==> config.mk <==
export PLATFORM = sky130hd
export DESIGN_NAME = cadr_cycle_sequencer
export DESIGN_NICKNAME = d
export VERILOG_FILES = /design/src/rtl/cadr_timing_pkg.sv /design/src/rtl/cadr_tap_line.sv /design/src/rtl/cadr_cycle_sequencer.sv
export SDC_FILE = /design/constraint.sdc
export NUM_CORES = 1
export LEC_CHECK = 0
export CAP_MARGIN = 20
export CORE_MARGIN = 2
export CORE_UTILIZATION = 40
export DETAILED_ROUTE_END_ITERATION = 8
export PLACE_DENSITY = 0.63
export SLEW_MARGIN = 20
export SYNTH_ARGS = -nofsm -noshare
export SYNTH_HDL_FRONTEND = slang
export SYNTH_SLANG_ARGS = --single-unit
==> constraint.sdc <==
create_clock -name clk -period 2.8 [get_ports clk]
set_clock_uncertainty 0.1 [all_clocks]
set_input_delay 0.42 -clock clk [delete_from_list [all_inputs] [get_ports clk]]
set_output_delay 0.42 -clock clk [all_outputs]
set_load 0.02 [all_outputs]
==> src/rtl/cadr_timing_pkg.sv <==
// cadr_timing_pkg
//   Shared definitions for the CADR cycle sequencer: the sequencer state
//   encoding, the number of delay-line taps and a width helper used to size
//   the tick counter.
//   No ports (package).
package cadr_timing_pkg;

    // Sequencer states: waiting, free-running cycles, or a single step.
    typedef enum logic [1:0] {
        ST_IDLE = 2'd0,
        ST_RUN  = 2'd1,
        ST_STEP = 2'd2
    } state_t;

    // One tap per 10 ns stage of the old TD50 delay line.
    localparam int NTAPS = 5;

    // Bits needed to count 0..value-1. Never returns less than 1.
    function automatic int clog2(input int value);
        int w;
        w = 0;
        for (int i = 0; i < 31; i++) begin
            if ((1 << i) < value) begin
                w = i + 1;
            end
        end
        return (w < 1) ? 1 : w;
    endfunction

endpackage

==> src/rtl/cadr_tap_line.sv <==
// cadr_tap_line
//   Synchronous stand-in for the tapped delay line: a shift register that
//   delays the source strobe by 1..NTAPS clocks.
//   Ports:
//     clk    in   fast clock, one tick per 10 ns tap
//     reset  in   asynchronous active-high reset, clears every stage
//     i_src  in   source strobe to be delayed
//     o_tap  out  o_tap[k] is i_src delayed by k+1 clocks
module cadr_tap_line
    import cadr_timing_pkg::*;
(
    input  logic             clk,
    input  logic             reset,
    input  logic             i_src,
    output logic [NTAPS-1:0] o_tap
);

    logic [NTAPS-1:0] r_stages;

    // Each clock the strobe moves one stage further down the line.
    // Reset empties the line at once so no stale pulse leaks out later.
    always_ff @(posedge clk or posedge reset) begin
        if (reset) begin
            r_stages <= '0;
        end else begin
            r_stages <= {r_stages[NTAPS-2:0], i_src};
        end
    end

    assign o_tap = r_stages;

endmodule

==> src/rtl/cadr_cycle_sequencer.sv <==
// cadr_cycle_sequencer
//   Replaces the TD50 delay lines of the CADR clock generator. Produces the
//   machine-cycle source strobe and its five delayed taps from one fast
//   clock, with short/long cycle selection, hold and single-step.
//   Ports:
//     clk          in   fast clock, each tick stands for one 10 ns tap
//     reset        in   asynchronous active-high reset
//     run          in   level, run cycles back-to-back
//     step         in   one-clock pulse, run one cycle (honoured only in IDLE)
//     hold         in   level, blocks the start of any new cycle
//     ilong        in   long-cycle request, sampled when a cycle starts
//     src          out  cycle source strobe, high for the first PULSE_TICKS ticks
//     tap          out  tap[k] is src delayed by k+1 clocks
//     cycle_start  out  one-clock pulse at tick 0
//     cycle_end    out  one-clock pulse at the last tick
//     busy         out  high while a cycle is in progress
//     cur_long     out  ilong as latched for the current cycle
//     cycle_count  out  completed cycles, wraps silently
module cadr_cycle_sequencer
    import cadr_timing_pkg::*;
#(
    parameter int SHORT_TICKS = 10,
    parameter int LONG_TICKS  = 14,
    parameter int PULSE_TICKS = 5,
    parameter int CNT_W       = 16
) (
    input  logic             clk,
    input  logic             reset,
    input  logic             run,
    input  logic             step,
    input  logic             hold,
    input  logic             ilong,
    output logic             src,
    output logic [NTAPS-1:0] tap,
    output logic             cycle_start,
    output logic             cycle_end,
    output logic             busy,
    output logic             cur_long,
    output logic [CNT_W-1:0] cycle_count
);

    // The taps must have drained before the next cycle can begin, so a cycle
    // has to be at least PULSE_TICKS + NTAPS ticks long.
    generate
        if (PULSE_TICKS < 1 || SHORT_TICKS < PULSE_TICKS + NTAPS ||
            LONG_TICKS < SHORT_TICKS) begin : g_badParams
            $error("cadr_cycle_sequencer: illegal tick parameters");
        end
    endgenerate

    localparam int TICK_W = clog2(LONG_TICKS);
    localparam logic [TICK_W-1:0] LAST_SHORT = TICK_W'(SHORT_TICKS - 1);
    localparam logic [TICK_W-1:0] LAST_LONG  = TICK_W'(LONG_TICKS - 1);
    localparam logic [TICK_W-1:0] PULSE_END  = TICK_W'(PULSE_TICKS);

    state_t            r_state;
    logic [TICK_W-1:0] r_tick;
    logic              r_src;
    logic              r_cycleStart;
    logic              r_cycleEnd;
    logic              r_busy;
    logic              r_curLong;
    logic [CNT_W-1:0]  r_count;

    logic [TICK_W-1:0] w_lastTick;
    logic [TICK_W-1:0] w_tickNext;
    logic              w_atEnd;
    logic              w_startFromIdle;
    logic              w_chainNext;

    assign w_lastTick      = r_curLong ? LAST_LONG : LAST_SHORT;
    assign w_tickNext      = r_tick + 1'b1;
    assign w_atEnd         = (r_tick == w_lastTick);
    // hold beats run, run beats step.
    assign w_startFromIdle = !hold && (run || step);
    assign w_chainNext     = (r_state == ST_RUN) && run && !hold;

    // Main sequencer. A cycle starts on the edge that leaves IDLE (or on the
    // edge after the last tick when chaining), so tick 0 is visible right after
    // that edge. cycle_end and the count update land together on the edge that
    // enters the last tick.
    always_ff @(posedge clk or posedge reset) begin
        if (reset) begin
            r_state      <= ST_IDLE;
            r_tick       <= '0;
            r_src        <= 1'b0;
            r_cycleStart <= 1'b0;
            r_cycleEnd   <= 1'b0;
            r_busy       <= 1'b0;
            r_curLong    <= 1'b0;
            r_count      <= '0;
        end else begin
            r_cycleStart <= 1'b0;
            r_cycleEnd   <= 1'b0;
            case (r_state)
                ST_IDLE: begin
                    if (w_startFromIdle) begin
                        r_state      <= run ? ST_RUN : ST_STEP;
                        r_tick       <= '0;
                        r_src        <= 1'b1;
                        r_cycleStart <= 1'b1;
                        r_busy       <= 1'b1;
                        r_curLong    <= ilong;
                    end
                end
                ST_RUN, ST_STEP: begin
                    if (w_atEnd) begin
                        if (w_chainNext) begin
                            r_tick       <= '0;
                            r_src        <= 1'b1;
                            r_cycleStart <= 1'b1;
                            r_curLong    <= ilong;
                        end else begin
                            r_state <= ST_IDLE;
                            r_tick  <= '0;
                            r_src   <= 1'b0;
                            r_busy  <= 1'b0;
                        end
                    end else begin
                        r_tick <= w_tickNext;
                        r_src  <= (w_tickNext < PULSE_END);
                        if (w_tickNext == w_lastTick) begin
                            r_cycleEnd <= 1'b1;
                            r_count    <= r_count + 1'b1;
                        end
                    end
                end
                default: begin
                    r_state <= ST_IDLE;
                    r_busy  <= 1'b0;
                    r_src   <= 1'b0;
                end
            endcase
        end
    end

    cadr_tap_line u_tapLine (
        .clk   (clk),
        .reset (reset),
        .i_src (r_src),
        .o_tap (tap)
    );

    assign src         = r_src;
    assign cycle_start = r_cycleStart;
    assign cycle_end   = r_cycleEnd;
    assign busy        = r_busy;
    assign cur_long    = r_curLong;
    assign cycle_count = r_count;

endmodule

==> results.cfg, run 1 <==
[logic_synthesis]
synth_edf_count = 0
netlist_top_cells_area = dfrtp_1 (52%), xnor2_1 (8.0%), ha_1 (5.7%), nand2_1 (4.7%), nand3_1 (2.9%)
ys_async_sr_fraction = 1.00
syn_inst = 138
ys_seq_area_frac = 0.524
synthTopCellsByCount = dfrtp_1 (32), nand2_1 (19), xnor2_1 (14)
syn_nets = 151
syn_area_um2 = 1530
synth_ff_type = dfrtp_1
synthDistinctLibCells = 32
synth_most_common_cell = dfrtp_1
ys.warnings.count = 0
yosys.area.top_type = dfrtp_1
synth.ff_latch_count = 32
post-synth-top-area-fraction = 0.524
postSynthAreaPerCell_um2 = 11.1

[power]
p_clk_frac = 0.260
p_sw_mw = 0.609
pwr-share-seq = 0.373
p_leak_nw = 0.894
vdd_drop_max_mv = 0.370
p_int_mw = 1.08
pwr-share-comb = 0.367
switching_share = 0.361
pwr_density_cell_nw_per_um2 = 837

[finish]
fin_nets = 189
antenna_cells = 0
drive_above_1_share = 0.0791
num-fill-cells = 337
area_delta_synth_final_pct = 31.8
multi_input_area_um2 = 694
ff_latch_area_um2 = 801
final_area_um2 = 2010

[drt]
wl_um = 2910
drc = 0
drt_iter0_drc = 38
routed_via_density = 5.05
vias = 1137
wl_per_cell_um = 12.9
drtPass1Iterations = 4
postRouteAntennaNets = 0

[timing]
setup_violations = 0
worst_pin_slew_ns = 0.625
relSlewSlack = 0.582
rsz0062_at_grt = false
final.setup.tns_ns = 0
clock.fmax_mhz = 447
whs_ns = 0.279
hold_violations = 0
drv_slew = 0
min_period_ns = 2.24
finalCritPeriodShare = 0.799

[global_route]
grt_pass1_wl_um = 4890
grt_max_degree = 33
grt_pass1_vias = 1103
grt-ovfl-total = 0
antenna_found_initial = 0
gr-usage-met3 = 0.0409
busiest_layer = met2
groute.layer.met2.usage = 0.247
gr-usage-met1 = 0.182
gr-usage-all-layers = 0.150

[hold_path]
whs_path_depth = 0
hold_end = u_tapLine.o_tap[4]
min_path_type = reg -> reg
hp-start = u_tapLine.o_tap[3]

[place]
place_hpwl_um = 2150
io_buffers = 31
postPlaceCellArea_um2 = 1900
place.gp.congestion = 0.899

[clock_network]
clkTransAtPathRegs_ns = 0.07
cts-resized-gates = 0
cts_max_level = 2
cts.sinks = 32
clk_path_buf_depth = 2
cts_made_buffers = 5
holdBufCountCts = 0
tritoncts = built
clock_latency_ns = 0.29
postCtsSetupBuffers = 0
root_buffer = clkbuf_8

[floorplan]
start_util = 0.418
row_count = 22
die_height_um = 65.8
core_um2 = 3660
dieArea_um2 = 4330
ios = 32
dieWidth_um = 65.8

[setup_path]
rrSetupSlack_ns = 0.56
startpoint_type = register
r2r-start = r_tick[0]
worstPathRequired_ns = 2.87
endpoint_kind = register
worst_r2r_path_depth = 6
timing.rr.end = cycle_count[15]
crit_type = reg -> reg
arrival_ns = 2.31
crit_fanout = 7

[run]
cap_violations = 0

[outcome]
outcome = complete, no violations
per-stage QoR:
| stage | setup WS, ns | instances | utilization | power, mW |
|---|---|---|---|---|
| after floorplan | 0.734 | 138 | - | 1.02 |
| after global placement | 0.619 | 217 | 0.520 | 1.23 |
| after detailed placement | 0.571 | 217 | 0.520 | 1.25 |
| after CTS | 0.552 | 225 | 0.550 | 1.70 |
| after global routing | 0.453 | 225 | 0.550 | 1.79 |
| final | 0.564 | 225 | 0.550 | 1.69 |
kinds of logic after synthesis:
group / count (synthesis) / share of synthesized area
and+or+nand+nor: 51 / 0.182
DFF: 32 / 0.524
AOI/OAI and AO/OA: 20 / 0.0949
xor gates and xnor gates: 18 / 0.112
buffers and inverters: 9 / 0.0221
adders and majority gates: 7 / 0.0573
muxes: 1 / 0.00736
flip-flops by register name, summed over array words and instances, names as in the netlist:
signal           count
cycle_count         16
u_tapLine.o_tap      5
r_tick               4
r_state              2
busy                 1
cur_long             1
cycle_end            1
cycle_start          1
src                  1
worst max path at each step:
stage,depth (start not counted),endpoint,from
CTS,6,cycle_count[15],r_tick[0]
finish,6,cycle_count[15],r_tick[0]
global placement,6,cycle_count[15],r_tick[0]
global route,6,cycle_count[10],r_tick[0]
floorplan,6,cycle_count[15],r_tick[0]
detailed placement,6,cycle_count[15],r_tick[0]
cell usage in the layout (no fill, tap or decap):
cell and count:
clkbuf_8 5, xor2_1 3, a211oi_1 1, a21oi_1 5, nor2b_1 1, inv_1 8, a21o_1 1, bufinv_16 1
ha_1 7, buf_4 1, nor2_1 6, o21ai_0 3, o41ai_1 1, a31oi_1 2, nor4_4 2, nor3_1 3
o311ai_1 1, o31ai_1 1, o21a_1 1, clkinvlp_4 1, clkdlybuf4s50_1 31, nand4_1 3, dfrtp_1 32, xnor3_1 1
and3_1 4, nand3_1 9, mux2_2 1, a32o_1 2, xnor2_1 14, o21bai_1 1, nor3_2 1, nor3b_1 1
clkinv_2 1, a31o_4 1, or2b_1 1, nand3b_1 1, nand2_1 19
area by class of cell:
class / instances / area share
timing repair buffer: 32 / 0.158
sequential: 32 / 0.398
tap: 48 / 0.0298
multi-input combinational: 97 / 0.345
clock buffer: 5 / 0.0342
inverter: 8 / 0.0149
clock inverter: 3 / 0.0211
routing by layer:
metal | vias up | wire length, µm
met3 | 6 | 185
met2 | 38 | 1360
met5 | - | 0
met1 | 539 | 1300
met4 | 0 | 59
li1 | 554 | -
power groups by stage:
stage / registers (mW) / clock network, mW / logic (mW)
after floorplan: 0.703 / 0 / 0.322
after global placement: 0.631 / 0 / 0.603
after detailed placement: 0.638 / 0 / 0.615
after CTS: 0.629 / 0.451 / 0.620
after global routing: 0.639 / 0.474 / 0.674
final: 0.629 / 0.438 / 0.618
critical path: stages (launching register included):
cell,delay (ns)
dfrtp_1,0.43
ha_1,0.24
xnor3_1,0.36
nand2_1,0.16
nor4_4,0.50
nand4_1,0.17
xnor2_1,0.15
No activity file was read; power rests on OpenSTA's default activity.
==> run 2, diff against run 1 <==
==> constraint.sdc (replaced) <==
create_clock -name clk -period 2.1 [get_ports clk]
set_clock_uncertainty 0.1 [all_clocks]
set_input_delay 0.315 -clock clk [delete_from_list [all_inputs] [get_ports clk]]
set_output_delay 0.315 -clock clk [all_outputs]
set_load 0.02 [all_outputs]
==> results.cfg, run 2 (synthesized netlist as in run 1, its figures left out) <==
[outcome]
outcome = complete, no violations

[finish]
fin_nets = 200
antenna_cells = 0
area_delta_synth_final_pct = 38.5
instances_no_fill = 236
largest_reg_flops = 16
mostFrequentLayoutCell = dfrtp_1
ff_latch_area_um2 = 801
drive_above_1_share = 0.144
final_core_util = 0.578
final_area_um2 = 2120
num-fill-cells = 300
multi_input_area_um2 = 699
mostFrequentLayoutCells = dfrtp_1 (32), clkdlybuf4s50_1 (31), nand2_1 (18)

[global_route]
gr-usage-all-layers = 0.154
antenna_found_initial = 0
grt_pass1_vias = 1117
grt_max_degree = 33
grt-ovfl-total = 0
grt_pass1_wl_um = 5040

[power]
p_leak_nw = 0.962
pwr_density_cell_nw_per_um2 = 1140
power_mw = 2.41
vdd_drop_max_mv = 0.616

[place]
place_hpwl_um = 2210
io_buffers = 31
place.gp.congestion = 0.926
dp_cells = 224
postPlaceCellArea_um2 = 1960
place_ws_ns = -0.0294

[drt]
drt_iter0_drc = 76
dr_wl_met3_um = 203
routed_via_density = 5.06
wl_met1_um = 1390
highest_layer = met4
postRouteAntennaNets = 0
drtPass1Iterations = 4
wl_per_cell_um = 12.8
vias = 1194
drc = 0
wl_um = 3020
wl_met2_um = 1380

[clock_network]
clkTransAtPathRegs_ns = 0.07
clock_latency_ns = 0.28
tritoncts = built
cts_made_buffers = 5
cts_max_level = 2
clk_path_buf_depth = 2
cts.sinks = 32
root_buffer = clkbuf_8
holdBufCountCts = 0

[setup_path]
path_depth = 7
crit_type = reg -> reg
crit_fanout = 6
endpoint_kind = register
r2r-start = r_tick[0]
crit_buf_inv = 1
path_cells = ha_1, xnor3_1, nand2_2, nor4_4, buf_4, nand4_1, xnor2_1
rrSetupSlack_ns = 0.16
timing.rr.end = cycle_count[8]
crit_path_max_incr_delay_ns = 0.39
cpMaxStageDelayCell = xnor3_1
cp_top_family = XOR/XNOR gates
crit_start = r_tick[0]
setup.worst_path.end = cycle_count[8]
worstPathRequired_ns = 2.17
startpoint_type = register
worst_r2r_path_depth = 7
arrival_ns = 2.01

[timing]
hold_violations = 0
min_period_ns = 1.94
setup_violations = 0
worst_pin_slew_ns = 0.638
rsz0062_at_grt = false
relSlewSlack = 0.570
finalCritPeriodShare = 0.923
final.setup.tns_ns = 0
clock.fmax_mhz = 516
drv_slew = 0
setup_slack_ns = 0.162
whs_ns = 0.276

[floorplan]
ios = 32
start_util = 0.418
dieArea_um2 = 4330
core_um2 = 3660
die_height_um = 65.8
row_count = 22
dieWidth_um = 65.8

[hold_path]
min_path_type = reg -> reg
hp-start = u_tapLine.o_tap[1]

[run]
cap_violations = 0
-- run 2: how the worst min path moves through the flow --
stage,end,cells after the start
finish,u_tapLine.o_tap[2],0
global route,u_tapLine.o_tap[2],0
CTS,u_tapLine.o_tap[2],0
detailed placement,u_tapLine.o_tap[2],0
global placement,u_tapLine.o_tap[4],0
floorplan,busy,1
-- run 2: repair_timing --
item / CTS / global route
pin swaps: 1 / 3
endpoints found under the setup margin: 5 / 10
setup buffers: 0 / 4
gates resized for setup: 1 / 1
-- run 2: per-layer routing --
metal / vias to the layer above / global-route usage
met4: 0 / 0.0651
li1: 577 / -
met5: - / 0
met1: 563 / 0.195
met2: 47 / 0.237
met3: 7 / 0.0562
-- run 2: power by group --
| group | switching (mW) | total [mW] | leakage, nW | internal (mW) |
|---|---|---|---|---|
| clock network | 0.218 | 0.636 | 0.0645 | 0.418 |
| registers | 0.0879 | 0.825 | 0.427 | 0.737 |
| logic | 0.523 | 0.946 | 0.471 | 0.423 |
-- run 2: area by class of cell --
cell class | instances | share of cell area
timing repair buffer | 43 | 0.189
clock buffer | 7 | 0.0455
clock inverter | 1 | 0.0142
multi-input combinational | 97 | 0.330
inverter | 8 | 0.0142
tap | 48 | 0.0284
sequential | 32 | 0.378
==> run 3, diff against run 2 <==
--- a/config.mk
+++ b/config.mk
@@ -10,7 +10,7 @@
 export CORE_UTILIZATION = 40
 export DETAILED_ROUTE_END_ITERATION = 8
 export PLACE_DENSITY = 0.63
-export SLEW_MARGIN = 20
+export RECOVER_POWER = 50
 export SYNTH_ARGS = -nofsm -noshare
 export SYNTH_HDL_FRONTEND = slang
 export SYNTH_SLANG_ARGS = --single-unit
==> results.cfg, run 3 (synthesized netlist as in run 1, its figures left out) <==
[setup_path]
arrival_ns = 2.01
crit_type = reg -> reg
worstPathRequired_ns = 2.17
rrSetupSlack_ns = 0.16
crit_buf_inv = 1
cpMaxStageDelayCell = xnor3_1
endpoint_kind = register
crit_fanout = 6
r2r-start = r_tick[0]
cp_top_family = XOR/XNOR gates
worst_r2r_path_depth = 7
timing.rr.end = cycle_count[8]
path_cells = ha_1, xnor3_1, nand2_2, nor4_4, buf_4, nand4_1, xnor2_1
crit_path_max_incr_delay_ns = 0.39
startpoint_type = register

[finish]
antenna_cells = 0
area_delta_synth_final_pct = 38.3
largest_reg_flops = 16
fin_nets = 200
final_core_util = 0.578
drive_above_1_share = 0.144
instances_no_fill = 236
mostFrequentLayoutCells = dfrtp_1 (32), clkdlybuf4s50_1 (22), nand2_1 (18)
mostFrequentLayoutCell = dfrtp_1

[clock_network]
cts_made_buffers = 5
cts_max_level = 2
clk_path_buf_depth = 2
cts.sinks = 32
root_buffer = clkbuf_8
tritoncts = built
clock_latency_ns = 0.28
holdBufCountCts = 0
clkTransAtPathRegs_ns = 0.07

[floorplan]
die_height_um = 65.8
row_count = 22
start_util = 0.418
dieWidth_um = 65.8
ios = 32
core_um2 = 3660
dieArea_um2 = 4330

[global_route]
grt_pass1_vias = 1117
antenna_found_initial = 0
grt-ovfl-total = 0
gr-usage-all-layers = 0.154
grt_max_degree = 33
grt_pass1_wl_um = 5040

[timing]
worst_pin_slew_ns = 0.776
finalCritPeriodShare = 0.923
drv_slew = 0
relSlewSlack = 0.483
whs_ns = 0.271
hold_violations = 0
rsz0062_at_grt = false
setup_violations = 0
min_period_ns = 1.94
clock.fmax_mhz = 516

[drt]
drc = 0
wl_um = 3020
vias = 1193
routed_via_density = 5.06
drt_iter0_drc = 80
postRouteAntennaNets = 0
wl_per_cell_um = 12.8
drtPass1Iterations = 4

[power]
vdd_drop_max_mv = 0.615
power_mw = 2.38
pwr_density_cell_nw_per_um2 = 1130
p_leak_nw = 0.974

[hold_path]
hold_end = u_tapLine.o_tap[2]
hp-start = u_tapLine.o_tap[1]
min_path_type = reg -> reg
whs_path_depth = 0

[outcome]
outcome = complete, no violations

[place]
io_buffers = 31
dp_cells = 224
place.gp.congestion = 0.926
place_hpwl_um = 2210

[run]
cap_violations = 0
[run 3: worst max-delay path by stage]
stage	start	endpoint	slack (ns)	depth (start not counted)
2_1_floorplan	r_tick[0]	cycle_count[15]	0.03	6
3_3_place_gp	r_tick[0]	cycle_count[8]	0.03	6
3_5_place_dp	r_tick[0]	cycle_count[10]	-0.03	6
4_1_cts	r_tick[0]	cycle_count[15]	0.05	7
5_1_grt	r_state[1]	cycle_count[15]	0.03	8
6_report	r_tick[0]	cycle_count[8]	0.16	7
[run 3: through the flow]
step / instance area (µm²) / setup TNS, ns / worst slack, ns
6_report: 2110 / 0 / 0.162
2_1_floorplan: 1530 / 0 / 0.0338
4_1_cts: 2080 / 0 / 0.0526
3_5_place_dp: 1960 / -0.0733 / -0.0294
3_3_place_gp: 1960 / 0 / 0.0302
5_1_grt: 2110 / 0 / 0.0280
[run 3: layout make-up]
class,count,area (µm²)
Tap cell,48,60.1
Clock inverter,1,30.0
Timing Repair Buffer,43,398
Inverter,8,30.0
Sequential cell,32,801
Multi-Input combinational cell,97,699
Clock buffer,7,96.3
Fill cell,301,1550
[run 3: repair_timing]
item | 4_1_cts | 5_1_grt
endpoints found under the setup margin | 5 | 10
resized for setup | 1 | 1
pin swaps | 1 | 3
buffers inserted | 0 | 4
[run 3: per-layer routing]
| metal | track usage | routed length [µm] | up-vias |
|---|---|---|---|
| met5 | 0 | 0 | - |
| met3 | 0.0562 | 206 | 7 |
| met4 | 0.0651 | 53 | 0 |
| met1 | 0.195 | 1390 | 561 |
| li1 | - | - | 578 |
| met2 | 0.237 | 1370 | 47 |
[run 3: where the power goes]
| group | internal, mW | switching (mW) | leakage (nW) |
|---|---|---|---|
| Combinational | 0.400 | 0.523 | 0.483 |
| Sequential | 0.737 | 0.0853 | 0.427 |
| Clock | 0.418 | 0.218 | 0.0645 |
| Total | 1.55 | 0.826 | 0.974 |
